### src/rtl/sample_loader8.sv
// Loads a stream of samples into eight parallel lanes that feed an 8-input adder.
// Default is block mode (FILL/FULL frames); define SAMPLE_LOADER8_SLIDING_EN for an 8-tap sliding window.
module sample_loader8 #(
    parameter int WIDTH = 12
) (
    input  logic             clk,
    input  logic             rst_n,
    input  logic [WIDTH-1:0] in_data,
    input  logic             in_valid,
    output logic             in_ready,
    output logic [WIDTH-1:0] n0,
    output logic [WIDTH-1:0] n1,
    output logic [WIDTH-1:0] n2,
    output logic [WIDTH-1:0] n3,
    output logic [WIDTH-1:0] n4,
    output logic [WIDTH-1:0] n5,
    output logic [WIDTH-1:0] n6,
    output logic [WIDTH-1:0] n7,
    output logic             out_valid,
    input  logic             out_ready,
    output logic [2:0]       fill_cnt
);

    logic [7:0][WIDTH-1:0] lane_q, lane_d;
    logic [2:0]            fill_cnt_q, fill_cnt_d;
    logic                  out_valid_q, out_valid_d;
    logic                  beat;

`ifdef SAMPLE_LOADER8_SLIDING_EN

    // fill_cnt saturates at 7, so a beat arriving with fill_cnt==7 is the 8th or later sample.
    always_comb begin
        lane_d      = lane_q;
        fill_cnt_d  = fill_cnt_q;
        out_valid_d = out_valid_q;
        in_ready    = rst_n && (!out_valid_q || out_ready);
        beat        = in_valid && in_ready;
        if (out_valid_q && out_ready) out_valid_d = 1'b0;
        if (beat) begin
            lane_d = {lane_q[6:0], in_data};
            if (fill_cnt_q == 3'd7) out_valid_d = 1'b1;
            else                    fill_cnt_d  = fill_cnt_q + 3'd1;
        end
    end

`else

    typedef enum logic {FILL, FULL} state_e;
    state_e state_q, state_d;

    always_comb begin
        state_d     = state_q;
        lane_d      = lane_q;
        fill_cnt_d  = fill_cnt_q;
        out_valid_d = out_valid_q;
        in_ready    = rst_n && ((state_q == FILL) || out_ready);
        beat        = in_valid && in_ready;
        case (state_q)
            FILL: begin
                if (beat) begin
                    lane_d[fill_cnt_q] = in_data;
                    if (fill_cnt_q == 3'd7) begin
                        fill_cnt_d  = 3'd0;
                        state_d     = FULL;
                        out_valid_d = 1'b1;
                    end else begin
                        fill_cnt_d = fill_cnt_q + 3'd1;
                    end
                end
            end
            FULL: begin
                // A beat here implies the handshake, since in_ready follows out_ready.
                if (out_ready) begin
                    state_d     = FILL;
                    out_valid_d = 1'b0;
                    if (beat) begin
                        lane_d[0]  = in_data;
                        fill_cnt_d = 3'd1;
                    end
                end
            end
            default: state_d = FILL;
        endcase
    end

    always_ff @(posedge clk) begin
        if (!rst_n) state_q <= FILL;
        else        state_q <= state_d;
    end

`endif

    always_ff @(posedge clk) begin
        if (!rst_n) begin
            lane_q      <= '0;
            fill_cnt_q  <= 3'd0;
            out_valid_q <= 1'b0;
        end else begin
            lane_q      <= lane_d;
            fill_cnt_q  <= fill_cnt_d;
            out_valid_q <= out_valid_d;
        end
    end

    assign n0        = lane_q[0];
    assign n1        = lane_q[1];
    assign n2        = lane_q[2];
    assign n3        = lane_q[3];
    assign n4        = lane_q[4];
    assign n5        = lane_q[5];
    assign n6        = lane_q[6];
    assign n7        = lane_q[7];
    assign out_valid = out_valid_q;
    assign fill_cnt  = fill_cnt_q;

endmodule

### config.mk
export PLATFORM = sky130hd
export DESIGN_NAME = sample_loader8
export DESIGN_NICKNAME = d
export VERILOG_FILES = /design/src/rtl/sample_loader8.sv
export SDC_FILE = /design/constraint.sdc
export NUM_CORES = 1
export LEC_CHECK = 0
export CAP_MARGIN = 15
export CORE_UTILIZATION = 46
export CTS_CLUSTER_SIZE = 25
export DETAILED_ROUTE_END_ITERATION = 6
export GPL_TIMING_DRIVEN = 1
export PLACE_DENSITY = 0.79
export SYNTH_ARGS = -nofsm -noshare
export SYNTH_HDL_FRONTEND = slang
export SYNTH_SLANG_ARGS = --single-unit
### constraint.sdc
create_clock -name clk -period 1.8 [get_ports clk]
set_clock_uncertainty 0.05 [all_clocks]
set_input_delay 0.27 -clock clk [delete_from_list [all_inputs] [get_ports clk]]
set_output_delay 0.27 -clock clk [all_outputs]
set_load 0.03 [all_outputs]
Word-level counts from Yosys, hierarchy flattened
Cells that the tools add are included.
{ "word_totals": {"ff_bits": 101, "input_bits": 16, "out_inout_bits": 101, "word_cells": 47} }
{ "op_classes": {"n_addsub": 1, "order_cmp": 2, "n_eq_ne": 5, "n_mux": 20, "bitwise_logic": 1, "n_reduce_logical": 7} }
{ "ops": {"columns": ["cell", "count"], "rows": [
  ["96-bit bitwise mux", 1],
  ["12-bit two-way mux", 4],
  ["12-bit demux with 3-bit select", 1],
  ["12-bit case mux with 2 select lines", 1],
  ["3-bit two-way mux", 4],
  ["1-bit two-way mux", 6],
  ["2-bit != test, second input constant", 3],
  ["3-bit case mux with 2 select lines", 1],
  ["3-bit AND reduction", 2],
  ["3-bit by 4-bit < comparator with 1-bit output, second input constant", 1],
  ["1-bit case mux with 2 select lines", 2],
  ["3-bit by 1-bit adder with 3-bit output, second input constant", 1],
  ["3-bit equality test, second input constant", 1],
  ["3-bit by 1-bit greater-or-equal comparator with 1-bit output, second input constant", 1],
  ["1-bit logical AND", 3],
  ["2-bit by 1-bit != test with 1-bit output, second input constant", 1],
  ["2-bit AND reduction", 1],
  ["1-bit logical OR", 1],
  ["1-bit inverter", 1]
]} }

Depth between registers and ports, before layout
Gate-level depths: netlist of the first run.
{ "logic_depth": {"ltp_word": 7, "depth_mapped": 5, "mapped_depth_nobuf": 5} }

Worst setup path after synthesis of the first run
OpenSTA, ideal clock, no wires.
{ "synth_path": {"kind": "register to register", "start": "reg fill_cnt_q[2], in the netlist fill_cnt[2]", "end": "reg lane_q, in the netlist n0[0]", "setup_time_ns": 0.072, "arrival_time_ns": 1.427, "required_ns": 1.678, "slack_ns": 0.251, "path_stages_with_launch": 5, "path_buffers": 1, "period_less_slack_ns": 1.549, "path_cell_list": "dfxtp_1 -> nor3_1 -> o2111ai_1 -> buf_4 -> mux2i_1"} }
{ "synth_via": {"elab_chain_cells": 7, "word_cells_on_any_way": 8, "classes_between": "order compare: 2; mux: 5; reduce/logical: 1"} }
{ "synth_lines": {"columns": ["item", "line", "source"], "rows": [
  ["from (decl)", "25", "logic [2:0] fill_cnt_q, fill_cnt_d;"],
  ["from (signal assigned)", "100", "fill_cnt_q <= fill_cnt_d;"],
  ["3-bit by 4-bit < comparator with 1-bit output (not written as such) or 3-bit by 1-bit greater-or-equal comparator with 1-bit output (tied branches)", "61", "lane_d[fill_cnt_q] = in_data;"],
  ["1-bit logical AND (not written as such)", "61", null],
  ["12-bit two-way mux (not written as such)", "61", null],
  ["12-bit demux with 3-bit select (*)", "61", null],
  ["96-bit bitwise mux (*)", "61", null],
  ["12-bit two-way mux (*)", "60", "if (beat) begin"],
  ["12-bit case mux with 2 select lines (*)", "58", "case (state_q)"],
  ["to (signal assigned)", "99", "lane_q <= lane_d;"],
  ["to (decl)", "24", "logic [7:0][WIDTH-1:0] lane_q, lane_d;"]
]} }
Every way passes the cells marked *; elsewhere a longest branch is shown, timed or not. The select of a mux whose other input is x is not followed.
A chain may end at the register's enable or synchronous reset.

Worst setup path after layout of the first run
{ "layout_path": {"start": "reg lane_q, in the netlist n7[11]", "end": "out n7[11]"} }
{ "layout_lines": {"columns": ["item", "line", "source"], "rows": [
  ["to (decl)", "18", "output logic [WIDTH-1:0] n7,"]
]} }
No word-level cell between the ends.

==> flow_metrics.env, run 1 <==
export IMPL_post_synth_inst_count=428
export IMPL_outcome="complete, no violations"
export IMPL_die_w_microns=93.0
export IMPL_drt_initial_drc_count=207
export IMPL_power_leakage_nw=2.07
export IMPL_power_density_mw_per_mm2=770
export IMPL_diodes=0
export IMPL_path_cells="clkdlybuf4s50_1"
export IMPL_cts_sinks=101
export IMPL_routabilityCongestion=0.813
export IMPL_ctsHoldBuffers=0
export IMPL_clkLatencyLatePin_ns=0.35
export IMPL_core_sq_mm=0.00789
export IMPL_fin_crit_sh=0.987
export IMPL_dr_pass1_iters=6
export IMPL_min_path_type="in2reg"
export IMPL_clockRootBuffer="clkbuf_8"
export IMPL_syn_avg_cell_area_sq_um=8.91
export IMPL_antenna_found_initial=0
export IMPL_synth_area_leaders="dfxtp_1, nand2_1, mux2i_1, nand3_1, o21ai_0"
export IMPL_setup_viol=0
export IMPL_layout_commonest_cell="nand2_1"
export IMPL_rsz0062_at_grt="false"
export IMPL_crit_type="reg2out"
export IMPL_crit_required_ns=1.48
export IMPL_yosysWarnings=0
export IMPL_synth_edf_count=0
export IMPL_startpoint_type="flip-flop"
export IMPL_ir_drop_v=0.000326
export IMPL_synth_cell_types=29
export IMPL_tightestPinTransition_ns=0.441
export IMPL_synth_top_cell_by_area="dfxtp_1"
export IMPL_grt_pass1_wl_mm=16.2
export IMPL_maxCapViolCount=0
export IMPL_dpl_hpwl_mm=7.28
export IMPL_io_pins=117
export IMPL_holdWs_ns=0.174
export IMPL_final_cells=644
export IMPL_dieArea_sq_mm=0.00866
export IMPL_cts_buffers=9
export IMPL_worstPathArrival_ns=1.46
export IMPL_timing_setup_tns_ns=0
export IMPL_drt_total_wl_mm=10.1
export IMPL_vias_per_cell=5.34
export IMPL_path_buf_inv=1
export IMPL_crit_path_max_incr_delay_ns=0.70
export IMPL_synth_top_area_share=0.530
export IMPL_wire_per_inst_microns=15.8
export IMPL_cts_tree="yes"
export IMPL_cts_buffer_depth=2
export IMPL_nets=555
export IMPL_slew_headroom=0.705
export IMPL_synthToLayoutAreaGrowth_pct=38.6
export IMPL_postCtsSetupBuffers=0
export IMPL_fin_crit_ns=1.78
export IMPL_hold_viol=0
export IMPL_cpLargestDelayFamily="buffers and inverters"
export IMPL_rows=32
export IMPL_detail_route_antenna_nets=0
export IMPL_grtUsageTotal=0.241
export IMPL_mostFrequentLayoutCells="nand2_1, clkdlybuf4s50_1, dfxtp_1"
export IMPL_slew_viol_final=0
export IMPL_rrSetupSlack_ns=0.22
export IMPL_fillers=650
export IMPL_async_flop_share=0
export IMPL_synthFlopType="dfxtp_1"
export IMPL_drive_gt1_frac=0.0646
export IMPL_critical_path_max_fanout=2
export IMPL_vias=3436
export IMPL_slowest_stage="clkdlybuf4s50_1"
export IMPL_grt_max_degree=90
export IMPL_cts_resized=3
export IMPL_syn_nets=446
export IMPL_seq_area_frac_synth=0.530
export IMPL_start_util=0.483
export IMPL_drc=0
export IMPL_grt_pass1_vias=3173
export IMPL_dp_cells=628
export IMPL_overflow=0
export IMPL_netlist_area_sq_mm=0.00381
export IMPL_port_buffers=116
export IMPL_clkTransAtPathRegs_ns=0.09
export IMPL_die_y_microns=93.0
export IMPL_clock_fmax_ghz=0.563
export IMPL_cts_max_level=3
export IMPL_endpoint_kind="output pin"
export IMPL_synth_seq_cells=101
==> metrics by stage <==
step / cell area [sq um] / utilization / power, mW / setup slack [ns]
3_5_place_dp: 5090 / 0.646 / 2.72 / -0.0653
3_3_place_gp: 5090 / 0.646 / 2.72 / -0.0176
5_1_grt: 5280 / 0.670 / 4.22 / 0.00591
4_1_cts: 5280 / 0.670 / 4.08 / 0.0310
2_1_floorplan: 3810 / - / 2.54 / 0.251
6_report: 5280 / 0.670 / 4.07 / 0.0231
==> report_power, final <==
part           leakage [nW]  switching [mW]  internal, mW  total, mW
clock                0.0964           0.724         0.678       1.40
sequential            0.815          0.0234          2.26       2.29
combinational          1.16           0.234         0.146      0.380
total                  2.07           0.982          3.09       4.07
==> area by class of cell <==
cell class,count,area (sq um),share of cell area
Tap cell,102,128,0.0242
Timing Repair Buffer,130,1320,0.250
Clock buffer,12,145,0.0275
Sequential cell,101,2020,0.383
Multi-Input combinational cell,295,1620,0.307
Clock inverter,4,47.5,0.00900
==> registers in the layout, indices dropped and copies added (netlist names) <==
| name | count |
|---|---|
| n0 | 12 |
| n1 | 12 |
| n2 | 12 |
| n3 | 12 |
| n4 | 12 |
| n5 | 12 |
| n6 | 12 |
| n7 | 12 |
| fill_cnt | 3 |
| out_valid | 1 |
| state_q | 1 |
==> path summary, 6_finish.rpt <==
| kind | startpoint | endpoint | depth (start not counted) |
|---|---|---|---|
| hold / removal | rst_n | out_valid | 2 |
| hold reg to reg | n3[11] | n3[11] | 2 |
| setup reg to reg | fill_cnt[2] | n6[11] | 3 |
| setup / recovery | n7[11] | n7[11] | 1 |
==> synth_stat cells (2+ instances only) <==
master / number
and2_1: 5
dfxtp_1: 101
o21ai_0: 54
clkbuf_2: 2
clkbuf_1: 11
nand3_1: 55
mux2i_1: 41
ha_1: 2
buf_4: 2
and2_4: 2
o21ai_1: 3
buf_6: 3
buf_2: 13
nor2_1: 3
a21boi_0: 4
nand2_1: 112
nor2b_1: 2
nand4b_1: 2
==> cell families (layout without fill, tap and decap cells) <==
group	Yosys count	count (layout)	share of synthesized area
adders and majority gates	2	2	0.00656
muxes	41	41	0.108
AOI/OAI and AO/OA	64	64	0.0889
and+or+nand+nor	188	188	0.222
DFF	101	101	0.530
buffers and inverters	32	146	0.0443
==> metal layers <==
layer  global-route usage  vias to the layer above  share of wire
li1                     -                     1660              -
met3               0.0463                       14          0.059
met2                0.408                      125           0.50
met1                0.307                     1637           0.42
met5                    0                        -              0
met4               0.0833                        0          0.019
Note: power is estimated with default switching activity, not from simulation.
==> run 2: changes to the inputs <==
- RECOVER_POWER: unset -> 100
==> flow_metrics.env, run 2 (same netlist as run 1, synthesis figures left out) <==
export IMPL_multi_input_area_sq_mm=0.00161
export IMPL_postCtsSetupBuffers=0
export IMPL_critical_path_max_fanout=2
export IMPL_min_to="out_valid"
export IMPL_slew_viol_final=0
export IMPL_power_leakage_nw=2.04
export IMPL_drt_initial_drc_count=188
export IMPL_wire_per_inst_microns=15.8
export IMPL_cts_sinks=101
export IMPL_clkTransAtPathRegs_ns=0.09
export IMPL_seqCellArea_sq_mm=0.00202
export IMPL_cpLargestDelayFamily="buffers and inverters"
export IMPL_crit_path_max_incr_delay_ns=0.69
export IMPL_min_from="rst_n"
export IMPL_detail_route_antenna_nets=0
export IMPL_vias_per_cell=5.35
export IMPL_setup_viol=0
export IMPL_cts_buffer_depth=2
export IMPL_ctsHoldBuffers=0
export IMPL_cts_resized=3
export IMPL_whs_path_depth=2
export IMPL_grtUsageTotal=0.241
export IMPL_nets=555
export IMPL_io_pins=117
export IMPL_ir_drop_v=0.000325
export IMPL_clock_fmax_ghz=0.567
export IMPL_finalPower_mw=4.06
export IMPL_power_density_mw_per_mm2=775
export IMPL_start_util=0.483
export IMPL_diodes=0
export IMPL_dr_pass1_iters=6
export IMPL_overflow=0
export IMPL_worstSetupStartpoint="n7[11]"
export IMPL_cts_max_level=3
export IMPL_die_y_microns=93.0
export IMPL_rows=32
export IMPL_path_cells="clkdlybuf4s50_1"
export IMPL_core_sq_mm=0.00789
export IMPL_port_buffers=116
export IMPL_clockRootBuffer="clkbuf_8"
export IMPL_drt_total_wl_mm=10.2
export IMPL_reg2regPathDepth=4
export IMPL_antenna_found_initial=0
export IMPL_hold_viol=0
export IMPL_timing_setup_tns_ns=0
export IMPL_dieArea_sq_mm=0.00866
export IMPL_fin_crit_sh=0.981
export IMPL_vias=3448
export IMPL_cts_buffers=9
export IMPL_drc=0
export IMPL_slew_headroom=0.694
export IMPL_rsz0062_at_grt="false"
export IMPL_path_buf_inv=1
export IMPL_outcome="complete, no violations"
export IMPL_die_w_microns=93.0
export IMPL_grt_max_degree=90
export IMPL_grt_pass1_vias=3173
export IMPL_r2r_start="state_q"
export IMPL_grt_pass1_wl_mm=16.2
export IMPL_slowest_stage="clkdlybuf4s50_1"
export IMPL_fillers=657
export IMPL_crit_type="reg2out"
export IMPL_crit_required_ns=1.48
export IMPL_min_path_type="in2reg"
export IMPL_routabilityCongestion=0.813
export IMPL_worstPathArrival_ns=1.44
export IMPL_maxCapViolCount=0
export IMPL_endpoint_kind="output pin"
export IMPL_rrSetupSlack_ns=0.17
export IMPL_clkLatencyLatePin_ns=0.35
export IMPL_startpoint_type="flip-flop"
export IMPL_synthToLayoutAreaGrowth_pct=37.2
export IMPL_tightestPinTransition_ns=0.459
export IMPL_mostFrequentLayoutCells="nand2_1, clkdlybuf4s50_1, dfxtp_1"
export IMPL_drive_gt1_frac=0.0609
export IMPL_cts_tree="yes"
export IMPL_reg2reg_to="n1[6]"
export IMPL_layout_commonest_cell="nand2_1"
export IMPL_fin_crit_ns=1.76
export IMPL_dpl_hpwl_mm=7.28
[run 2: changes by cell type in the layout (fill, tap and decap cells not counted), sizes merged]
cell    change
buf         -4
clkbuf      +4
[run 2: cell type report]
type	count	share of cell area
Tap cell	102	0.0244
Sequential cell	101	0.387
Clock inverter	4	0.00909
Clock buffer	12	0.0277
Timing Repair Buffer	130	0.244
Multi-Input combinational cell	295	0.309
[run 2: how the worst max path moves through the flow]
stage / end / cells after the start
final: n7[11] / 1
after global routing: n7[4] / 1
after CTS: n7[11] / 1
after detailed placement: n6[11] / 5
after global placement: n6[2] / 5
after floorplan: n0[0] / 4
[run 2: through the flow]
| step | worst slack, ns | instance area, sq um | cells | util | hold WS, ns |
|---|---|---|---|---|---|
| final | 0.0351 | 5230 | 644 | 0.663 | 0.174 |
| after global routing | 0.00591 | 5230 | 644 | 0.663 | 0.177 |
| after CTS | 0.0310 | 5280 | 644 | 0.670 | 0.167 |
| after detailed placement | -0.0653 | 5090 | 628 | 0.646 | 0.397 |
| after global placement | -0.0176 | 5090 | 628 | 0.646 | 0.386 |
| after floorplan | 0.251 | 3810 | 428 | - | 0.350 |
[run 2: metal layers]
metal / share of wire / GRT usage
met1: 0.42 / 0.307
met3: 0.059 / 0.0463
met5: 0 / 0
met4: 0.018 / 0.0833
met2: 0.50 / 0.408
[run 2: power breakdown]
group          switching [mW]  total [mW]  internal (mW)
Sequential             0.0236        2.29           2.26
Clock                   0.719        1.40          0.678
Combinational           0.233       0.370          0.137
==> run 3: changes to the inputs <==
- CORE_UTILIZATION: 46 -> 62
- DONT_BUFFER_PORTS: unset -> 1
- PLACE_DENSITY: 0.79 -> 0.78
- REMOVE_ABC_BUFFERS: unset -> 1
- SLEW_MARGIN: unset -> 30
==> flow_metrics.env, run 3 (same netlist as run 1, synthesis figures left out) <==
export IMPL_outcome="complete, no violations"
export IMPL_clkPwrFrac=0.352
export IMPL_drt_initial_drc_count=217
export IMPL_core_sq_mm=0.00592
export IMPL_fin_crit_sh=0.896
export IMPL_rows=28
export IMPL_internal_power_mw=2.94
export IMPL_detail_route_antenna_nets=0
export IMPL_cts_buffers=9
export IMPL_place_area_sq_mm=0.00383
export IMPL_path_cells="nand2b_1 > and2_1"
export IMPL_holdWs_ns=0.0111
export IMPL_clock_fmax_ghz=0.620
export IMPL_drc=0
export IMPL_drive_gt1_frac=0.0752
export IMPL_p_comb_frac=0.051
export IMPL_drt_total_wl_mm=9.33
export IMPL_ir_drop_v=0.000692
export IMPL_grtUsageTotal=0.292
export IMPL_hold_viol=0
export IMPL_worstPathArrival_ns=1.29
export IMPL_p_seq_frac=0.597
export IMPL_maxCapViolCount=0
export IMPL_dr_pass1_iters=6
export IMPL_vias=3031
export IMPL_finish_instance_area_sq_mm=0.00417
export IMPL_crit_type="reg2out"
export IMPL_fin_crit_ns=1.61
export IMPL_cts_buffer_depth=2
export IMPL_diodes=0
export IMPL_layout_commonest_cell="nand2_1"
export IMPL_tightestPinTransition_ns=0.444
export IMPL_wire_per_inst_microns=18.1
export IMPL_clockRootBuffer="clkbuf_8"
export IMPL_cts_sinks=101
export IMPL_io_pins=117
export IMPL_mostFrequentLayoutCells="nand2_1, dfxtp_1, o21ai_0"
export IMPL_routabilityCongestion=0.898
export IMPL_dieArea_sq_mm=0.00647
export IMPL_synthToLayoutAreaGrowth_pct=9.32
export IMPL_timing_setup_tns_ns=0
export IMPL_vias_per_cell=5.90
export IMPL_die_y_microns=80.4
export IMPL_switching_share=0.252
export IMPL_power_leakage_nw=1.67
export IMPL_grt_max_degree=120
export IMPL_postCtsSetupBuffers=0
export IMPL_cts_resized=0
export IMPL_setup_viol=0
export IMPL_min_path_type="in2reg"
export IMPL_startpoint_type="flip-flop"
export IMPL_die_w_microns=80.4
export IMPL_endpoint_kind="output pin"
export IMPL_slew_headroom=0.703
export IMPL_clkLatencyLatePin_ns=0.36
export IMPL_grt_pass1_wl_mm=14.1
export IMPL_crit_required_ns=1.48
export IMPL_start_util=0.644
export IMPL_antenna_found_initial=0
export IMPL_ctsHoldBuffers=13
export IMPL_rrSetupSlack_ns=0.21
export IMPL_rsz0062_at_grt="false"
export IMPL_grt_pass1_vias=2803
export IMPL_switchingPower_uw=989
export IMPL_cts_max_level=3
export IMPL_clkTransAtPathRegs_ns=0.10
export IMPL_slowest_stage="dfxtp_1"
export IMPL_cts_tree="yes"
export IMPL_dpl_hpwl_mm=5.84
export IMPL_nets=452
export IMPL_slew_viol_final=0
export IMPL_overflow=0
export IMPL_crit_path_max_incr_delay_ns=0.49
export IMPL_power_density_mw_per_mm2=942
export IMPL_critical_path_max_fanout=10
export IMPL_port_buffers=0
export IMPL_fillers=468
-- run 3: power groups by stage --
stage | logic, mW | clock network (mW) | registers [mW]
after global placement | 0.145 | 0 | 2.39
after floorplan | 0.0960 | 0 | 2.40
final | 0.198 | 1.38 | 2.34
after CTS | 0.193 | 1.39 | 2.34
after detailed placement | 0.149 | 0 | 2.40
after global routing | 0.212 | 1.49 | 2.35
-- run 3: per-stage QoR --
step | power [mW] | setup WS [ns] | utilization | cells
CTS | 3.93 | 0.181 | 0.702 | 512
finish | 3.92 | 0.188 | 0.704 | 514
global route | 4.05 | 0.0856 | 0.704 | 514
global placement | 2.54 | 0.316 | 0.648 | 483
detailed placement | 2.55 | 0.240 | 0.648 | 483
floorplan | 2.49 | -0.440 | - | 396
-- run 3: final timing paths --
kind / startpoint / end / depth (start not counted)
hold reg to reg: n4[5] / n4[5] / 2
setup / recovery: state_q / in_ready / 2
hold / removal: rst_n / n1[10] / 2
setup reg to reg: state_q / n6[8] / 3
-- run 3: worst max-delay path, delay by kind of cell (launching register included) --
kind | cells | cell delay (ns)
flip-flops | 1 | 0.49
AND/OR/NAND/NOR | 2 | 0.43
-- run 3: metal layers --
metal	share of wire	vias to the layer above	wire, microns	GRT usage
met5	0	-	0	0
met4	0.014	0	133	0.0857
met3	0.11	12	1050	0.113
met2	0.45	139	4160	0.442
met1	0.43	1418	3980	0.383
li1	-	1462	-	-
-- run 3: layout make-up --
| class | instances | area, sq um | share of cell area |
|---|---|---|---|
| Clock buffer | 11 | 151 | 0.0363 |
| Clock inverter | 5 | 41.3 | 0.00991 |
| Multi-Input combinational cell | 295 | 1620 | 0.389 |
| Sequential cell | 101 | 2020 | 0.485 |
| Tap cell | 75 | 93.8 | 0.0225 |
| Timing Repair Buffer | 27 | 236 | 0.0567 |
